[src/rtl/writeback_stage.sv]
// Writeback stage: captures a memory-stage instruction, waits for load data when needed and issues one register-file write.
// Optional build macro WB_MISALIGN_CHECK_EN adds output w_misaligned and suppresses the write of misaligned loads.

package writeback_pkg;
    typedef enum logic [1:0] {
        RESULT_SRC_ALU       = 2'd0,
        RESULT_SRC_MEMORY    = 2'd1,
        RESULT_SRC_PC_PLUS_4 = 2'd2
    } result_src_t;

    typedef enum logic [2:0] {
        MEM_SIZE_BYTE   = 3'd0,
        MEM_SIZE_HALF   = 3'd1,
        MEM_SIZE_WORD   = 3'd2,
        MEM_SIZE_DOUBLE = 3'd3
    } mem_size_t;

    typedef enum logic [1:0] {
        LOAD_UNSIGNED = 2'd0,
        LOAD_SIGNED   = 2'd1
    } load_sign_t;
endpackage

// state | meaning
// IDLE  | nothing held, ready for a new instruction
// WAIT  | load captured, waiting for dmem_rvalid
// DONE  | result on w_*, a new instruction may be captured in the same cycle
module writeback_stage
    import writeback_pkg::*;
#(
    parameter int XLEN      = 32,
    parameter int RF_ADDR_W = 5
) (
    input  logic                 clk,
    input  logic                 reset,
    input  logic                 m_valid,
    output logic                 m_ready,
    input  logic [XLEN-1:0]      m_alu_result,
    input  logic [RF_ADDR_W-1:0] m_rd,
    input  logic [XLEN-1:0]      m_pc_plus_4,
    input  result_src_t          m_result_src,
    input  mem_size_t            m_mem_size,
    input  load_sign_t           m_load_sign,
    input  logic                 dmem_rvalid,
    input  logic [XLEN-1:0]      dmem_rdata,
    output logic                 w_valid,
    output logic [XLEN-1:0]      w_result,
    output logic [RF_ADDR_W-1:0] w_rd
`ifdef WB_MISALIGN_CHECK_EN
    ,
    output logic                 w_misaligned
`endif
);

    localparam int OFF_W = $clog2(XLEN / 8);

    typedef enum logic [1:0] {IDLE, WAIT, DONE} state_t;

    state_t                 r_state;
    logic                   r_valid;
    logic [XLEN-1:0]        r_result;
    logic [RF_ADDR_W-1:0]   r_rd;
    logic [OFF_W-1:0]       r_off;
    mem_size_t              r_size;
    load_sign_t             r_sign;
    logic [RF_ADDR_W-1:0]   r_load_rd;

    logic [XLEN-1:0]        w_shifted;
    logic [XLEN-1:0]        w_mask;
    logic [6:0]             w_bits;
    logic                   w_msb;
    logic [XLEN-1:0]        w_load_data;

    // Offset bits kept for the lane select; bits below the access size are dropped.
    function automatic logic [OFF_W-1:0] align_mask(input mem_size_t size);
        case (size)
            MEM_SIZE_BYTE:   return '1;
            MEM_SIZE_HALF:   return ~OFF_W'(1);
            MEM_SIZE_WORD:   return ~OFF_W'(3);
            MEM_SIZE_DOUBLE: return (XLEN == 64) ? ~OFF_W'(7) : ~OFF_W'(3);
            default:         return '0;
        endcase
    endfunction

    function automatic logic [6:0] access_bits(input mem_size_t size);
        case (size)
            MEM_SIZE_BYTE:   return 7'd8;
            MEM_SIZE_HALF:   return 7'd16;
            MEM_SIZE_WORD:   return 7'd32;
            MEM_SIZE_DOUBLE: return (XLEN == 64) ? 7'd64 : 7'd32;
            default:         return 7'(XLEN);
        endcase
    endfunction

    always_comb begin
        w_shifted   = dmem_rdata >> {r_off & align_mask(r_size), 3'b000};
        w_bits      = access_bits(r_size);
        w_mask      = (w_bits >= 7'(XLEN)) ? '1 : (XLEN'(1) << w_bits) - XLEN'(1);
        w_msb       = |(w_shifted & (w_mask ^ (w_mask >> 1)));
        w_load_data = w_shifted & w_mask;
        // Anything other than an explicit unsigned load is sign-extended.
        if (r_sign != LOAD_UNSIGNED && w_msb) begin
            w_load_data = w_load_data | ~w_mask;
        end
    end

`ifdef WB_MISALIGN_CHECK_EN
    logic r_misaligned;
    logic w_load_misaligned;
    assign w_load_misaligned = |(r_off & ~align_mask(r_size));
    assign w_misaligned      = r_misaligned;
`endif

    always_ff @(posedge clk or posedge reset) begin
        if (reset) begin
            r_state   <= IDLE;
            r_valid   <= 1'b0;
            r_result  <= '0;
            r_rd      <= '0;
            r_off     <= '0;
            r_size    <= MEM_SIZE_BYTE;
            r_sign    <= LOAD_UNSIGNED;
            r_load_rd <= '0;
`ifdef WB_MISALIGN_CHECK_EN
            r_misaligned <= 1'b0;
`endif
        end else begin
            r_valid  <= 1'b0;
            r_result <= '0;
            r_rd     <= '0;
`ifdef WB_MISALIGN_CHECK_EN
            r_misaligned <= 1'b0;
`endif
            case (r_state)
                WAIT: begin
                    if (dmem_rvalid) begin
                        r_state  <= DONE;
                        r_valid  <= 1'b1;
                        r_result <= w_load_data;
`ifdef WB_MISALIGN_CHECK_EN
                        r_misaligned <= w_load_misaligned;
                        r_rd         <= w_load_misaligned ? '0 : r_load_rd;
`else
                        r_rd <= r_load_rd;
`endif
                    end
                end
                default: begin
                    if (m_valid) begin
                        r_off     <= m_alu_result[OFF_W-1:0];
                        r_load_rd <= m_rd;
                        r_size    <= m_mem_size;
                        r_sign    <= m_load_sign;
                        if (m_result_src == RESULT_SRC_MEMORY) begin
                            r_state <= WAIT;
                        end else begin
                            r_state <= DONE;
                            r_valid <= 1'b1;
                            r_rd    <= m_rd;
                            case (m_result_src)
                                RESULT_SRC_ALU:       r_result <= m_alu_result;
                                RESULT_SRC_PC_PLUS_4: r_result <= m_pc_plus_4;
                                default:              r_result <= '0;
                            endcase
                        end
                    end else begin
                        r_state <= IDLE;
                    end
                end
            endcase
        end
    end

    assign m_ready  = (r_state != WAIT);
    assign w_valid  = r_valid;
    assign w_result = r_result;
    assign w_rd     = r_rd;

endmodule

[config.mk]
export PLATFORM = sky130hd
export DESIGN_NAME = writeback_stage
export DESIGN_NICKNAME = d
export VERILOG_FILES = /design/src/rtl/writeback_stage.sv
export SDC_FILE = /design/constraint.sdc
export NUM_CORES = 1
export LEC_CHECK = 0
export ABC_AREA = 1
export CAP_MARGIN = 25
export CORE_AREA = 4 4 92 94
export DETAILED_ROUTE_END_ITERATION = 10
export DIE_AREA = 0 0 96 98
export PLACE_DENSITY = 0.9
export SLEW_MARGIN = 20
export SYNTH_ARGS = -nofsm -noshare
export SYNTH_HDL_FRONTEND = slang
export SYNTH_SLANG_ARGS = --single-unit
[constraint.sdc]
create_clock -name clk -period 2.5 [get_ports clk]
set_input_delay 0.375 -clock clk [delete_from_list [all_inputs] [get_ports clk]]
set_output_delay 0.375 -clock clk [all_outputs]
set_load 0.01 [all_outputs]
==> results.json <==
{
  "status": "completed",
  "synth_nets": 529,
  "dp_hpwl_um": 8540,
  "ant_nets": 0,
  "ys_types": 29,
  "end_kind": "register",
  "totalWireLength_um": 10800,
  "numPortBuffers": 150,
  "mostFrequentLayoutCell": "nand2_1",
  "fin_crit_ps": 2190,
  "fill_cells": 669,
  "path_clk_slew_ps": 100,
  "synth_edf_count": 0,
  "async_flop_share_pct": 100,
  "pre_cts_slack_ps": 301,
  "pwr-share-seq_pct": 40.9,
  "yosys_register_bits": 52,
  "grt.total_usage_pct": 23.0,
  "synth.cell_area_um2": 3100,
  "finalWorstSetupSlack_ps": 308,
  "max_stage_delay_ps": 450,
  "syn_avg_cell_area_um2": 7.46,
  "start_util_pct": 40.6,
  "cts_buffers": 5,
  "nets": 672,
  "core_area_um2": 7650,
  "path_cells": "nor2_8, ha_1, clkinv_1, xor2_1, nand3_1, nand3_2, nand2_4, nand2_4, nand2_1, nand2_1",
  "clock-root-buffer": "clkbuf_8",
  "worst_setup_path_start_kind": "register",
  "power_density_nw_per_um2": 505,
  "seq_area_frac_synth_pct": 41.9,
  "max_cap_viol_count": 0,
  "cpMaxStageDelayCell": "dfrtp_1",
  "die_x_um": 96,
  "min_period_over_period_pct": 87.7,
  "routed_via_density": 5.24,
  "routedWlPerCell_um": 16.4,
  "cp.arrival_ps": 2370,
  "clock_sinks": 52,
  "p_leak_nw": 2.38,
  "gp_congestion": 0.906,
  "yosys.area.top_type": "dfrtp_1",
  "drive_gt1_share_pct": 6.79,
  "intPower_w": 0.00158,
  "max-slew-margin-rel_pct": 56.5,
  "dr.pass1.iters": 5,
  "swShare_pct": 34.5,
  "worst_pin_slew_ps": 652,
  "comb_power_share_pct": 39.8,
  "grt_pass1_vias": 3478,
  "drc": 0,
  "netlist.area_leader.share_pct": 41.9,
  "syn_to_final_growth_pct": 54.4,
  "rows": 32,
  "instances_no_fill": 662,
  "dp.cells": 654,
  "drt_iter0_markers": 202,
  "clkPwrFrac_pct": 19.2,
  "ir_drop_mv": 0.264,
  "grt_max_degree": 35,
  "syn_inst": 416,
  "hp-class": "input port to asynchronous set/reset pin",
  "cp_max_fo": 18,
  "power.total_w": 0.00242,
  "pin_count": 151,
  "clock_path_buffers": 2,
  "required_ps": 2680,
  "cts_hold_buf": 0,
  "synth_flop_cell": "dfrtp_1",
  "vias": 3470,
  "cts_tree": "yes",
  "maxSlewViolCount": 0,
  "dieArea_um2": 9410,
  "critical_path_class": "register to register",
  "setup_viol_count_final": 0,
  "grt_first_pass_wirelength_um": 16900,
  "ff_latch_area_um2": 1300,
  "cts_setup_buffers": 0,
  "cp_num_buf_inv": 1,
  "die_h_um": 98,
  "cp_top_family": "simple AND/OR/NAND/NOR gates",
  "fin_tns_setup_ps": 0,
  "mostFrequentLayoutCells": "151 x nand2_1, 150 x clkdlybuf4s50_1, 52 x dfrtp_1",
  "insertion_delay_ps": 300,
  "n_antenna_cell": 0,
  "multi_input_area_um2": 1480,
  "cts_resized": 0,
  "yosys-top-cells-area": "dfrtp_1 42%, nand2_1 18%, a32oi_1 8.5%",
  "p_sw_w": 0.000836,
  "fmax_mhz": 456,
  "antenna_found_initial": 0,
  "skew_ps": 12.0,
  "rsz0062_at_grt": "false",
  "grt_overflow": 0,
  "yosysWarningCount": 0,
  "final-hold-violation-count": 0,
  "h-tree-depth": 2
}
==> synthesized netlist by cell type (3+ instances only) <==
master,instances
o21a_1,6
dfrtp_1,52
buf_6,5
nand4_1,3
nand3_1,11
nand3_2,3
a32oi_1,30
nand2_2,3
o21ai_0,33
inv_1,47
a21oi_1,12
nand2_4,3
nor2_1,15
nand2_1,151
o211ai_1,7
clkbuf_1,14
buf_2,4
o21ai_1,4
inv_2,3
==> logic make-up (layout without fill, tap and decap cells) <==
| group | Yosys count | in the layout | synth area share, % |
|---|---|---|---|
| compound gates | 94 | 94 | 20.0 |
| xor+xnor | 1 | 1 | 0.282 |
| fa+ha+maj | 1 | 1 | 0.403 |
| buf+inv | 75 | 219 | 10.4 |
| flops | 52 | 52 | 41.9 |
| simple gates | 193 | 193 | 26.9 |
==> routing by layer <==
layer	global-route usage (%)	vias up	share of wire, %
li1	-	1652	-
met1	28.1	1628	39
met2	41.6	166	52
met3	2.47	24	6.5
met4	6.89	0	2.6
met5	0	-	0
==> final cells by class <==
type	instances	area share, %
flip-flops and latches	52	27.2
multi-input cells	289	30.9
well taps	102	2.66
repair buffers	160	33.4
clock buffers	5	1.44
inverters	51	3.99
clock inverters	3	0.392
==> path summary, 6_finish.rpt <==
kind	from	to	slack, ps	cells past startpoint
min in group clk	r_sign[1]$_DFFE_PP0P_	r_sign[1]$_DFFE_PP0P_	490	2
max reg2reg	r_size[2]$_DFFE_PP0P_	w_result[31]$_DFF_PP0_	310	10
max	r_size[2]$_DFFE_PP0P_	w_result[31]$_DFF_PP0_	310	10
min	reset	w_result[29]$_DFF_PP0_	430	2
min reg2reg	r_sign[1]$_DFFE_PP0P_	r_sign[1]$_DFFE_PP0P_	490	2
max in group asynchronous	reset	w_result[31]$_DFF_PP0_	1520	3
==> per-stage QoR <==
stage | hold WS, ps | instance area (µm²) | utilization, %
3_5_place_dp | 462 | 4700 | 61.5
6_report | 429 | 4790 | 62.7
2_1_floorplan | 441 | 3100 | -
4_1_cts | 440 | 4790 | 62.7
5_1_grt | 463 | 4790 | 62.7
3_3_place_gp | 458 | 4700 | 61.5
==> sequential cells by signal, summed over array words and instances, names as in the netlist <==
register   flops
w_result      32
r_load_rd      5
w_rd           5
r_size         3
r_off          2
r_sign         2
r_state        2
w_valid        1
==> power by group through the flow <==
| stage | combinational [W] | sequential, W | clock, W |
|---|---|---|---|
| 2_1_floorplan | 0.000481 | 0.00104 | 0 |
| 3_3_place_gp | 0.000932 | 0.00100 | 0 |
| 3_5_place_dp | 0.000954 | 0.00101 | 0 |
| 4_1_cts | 0.000959 | 0.000991 | 0.000477 |
| 5_1_grt | 0.00105 | 0.00100 | 0.000512 |
| 6_report | 0.000964 | 0.000991 | 0.000466 |
Note: power is estimated with default switching activity, not from simulation.
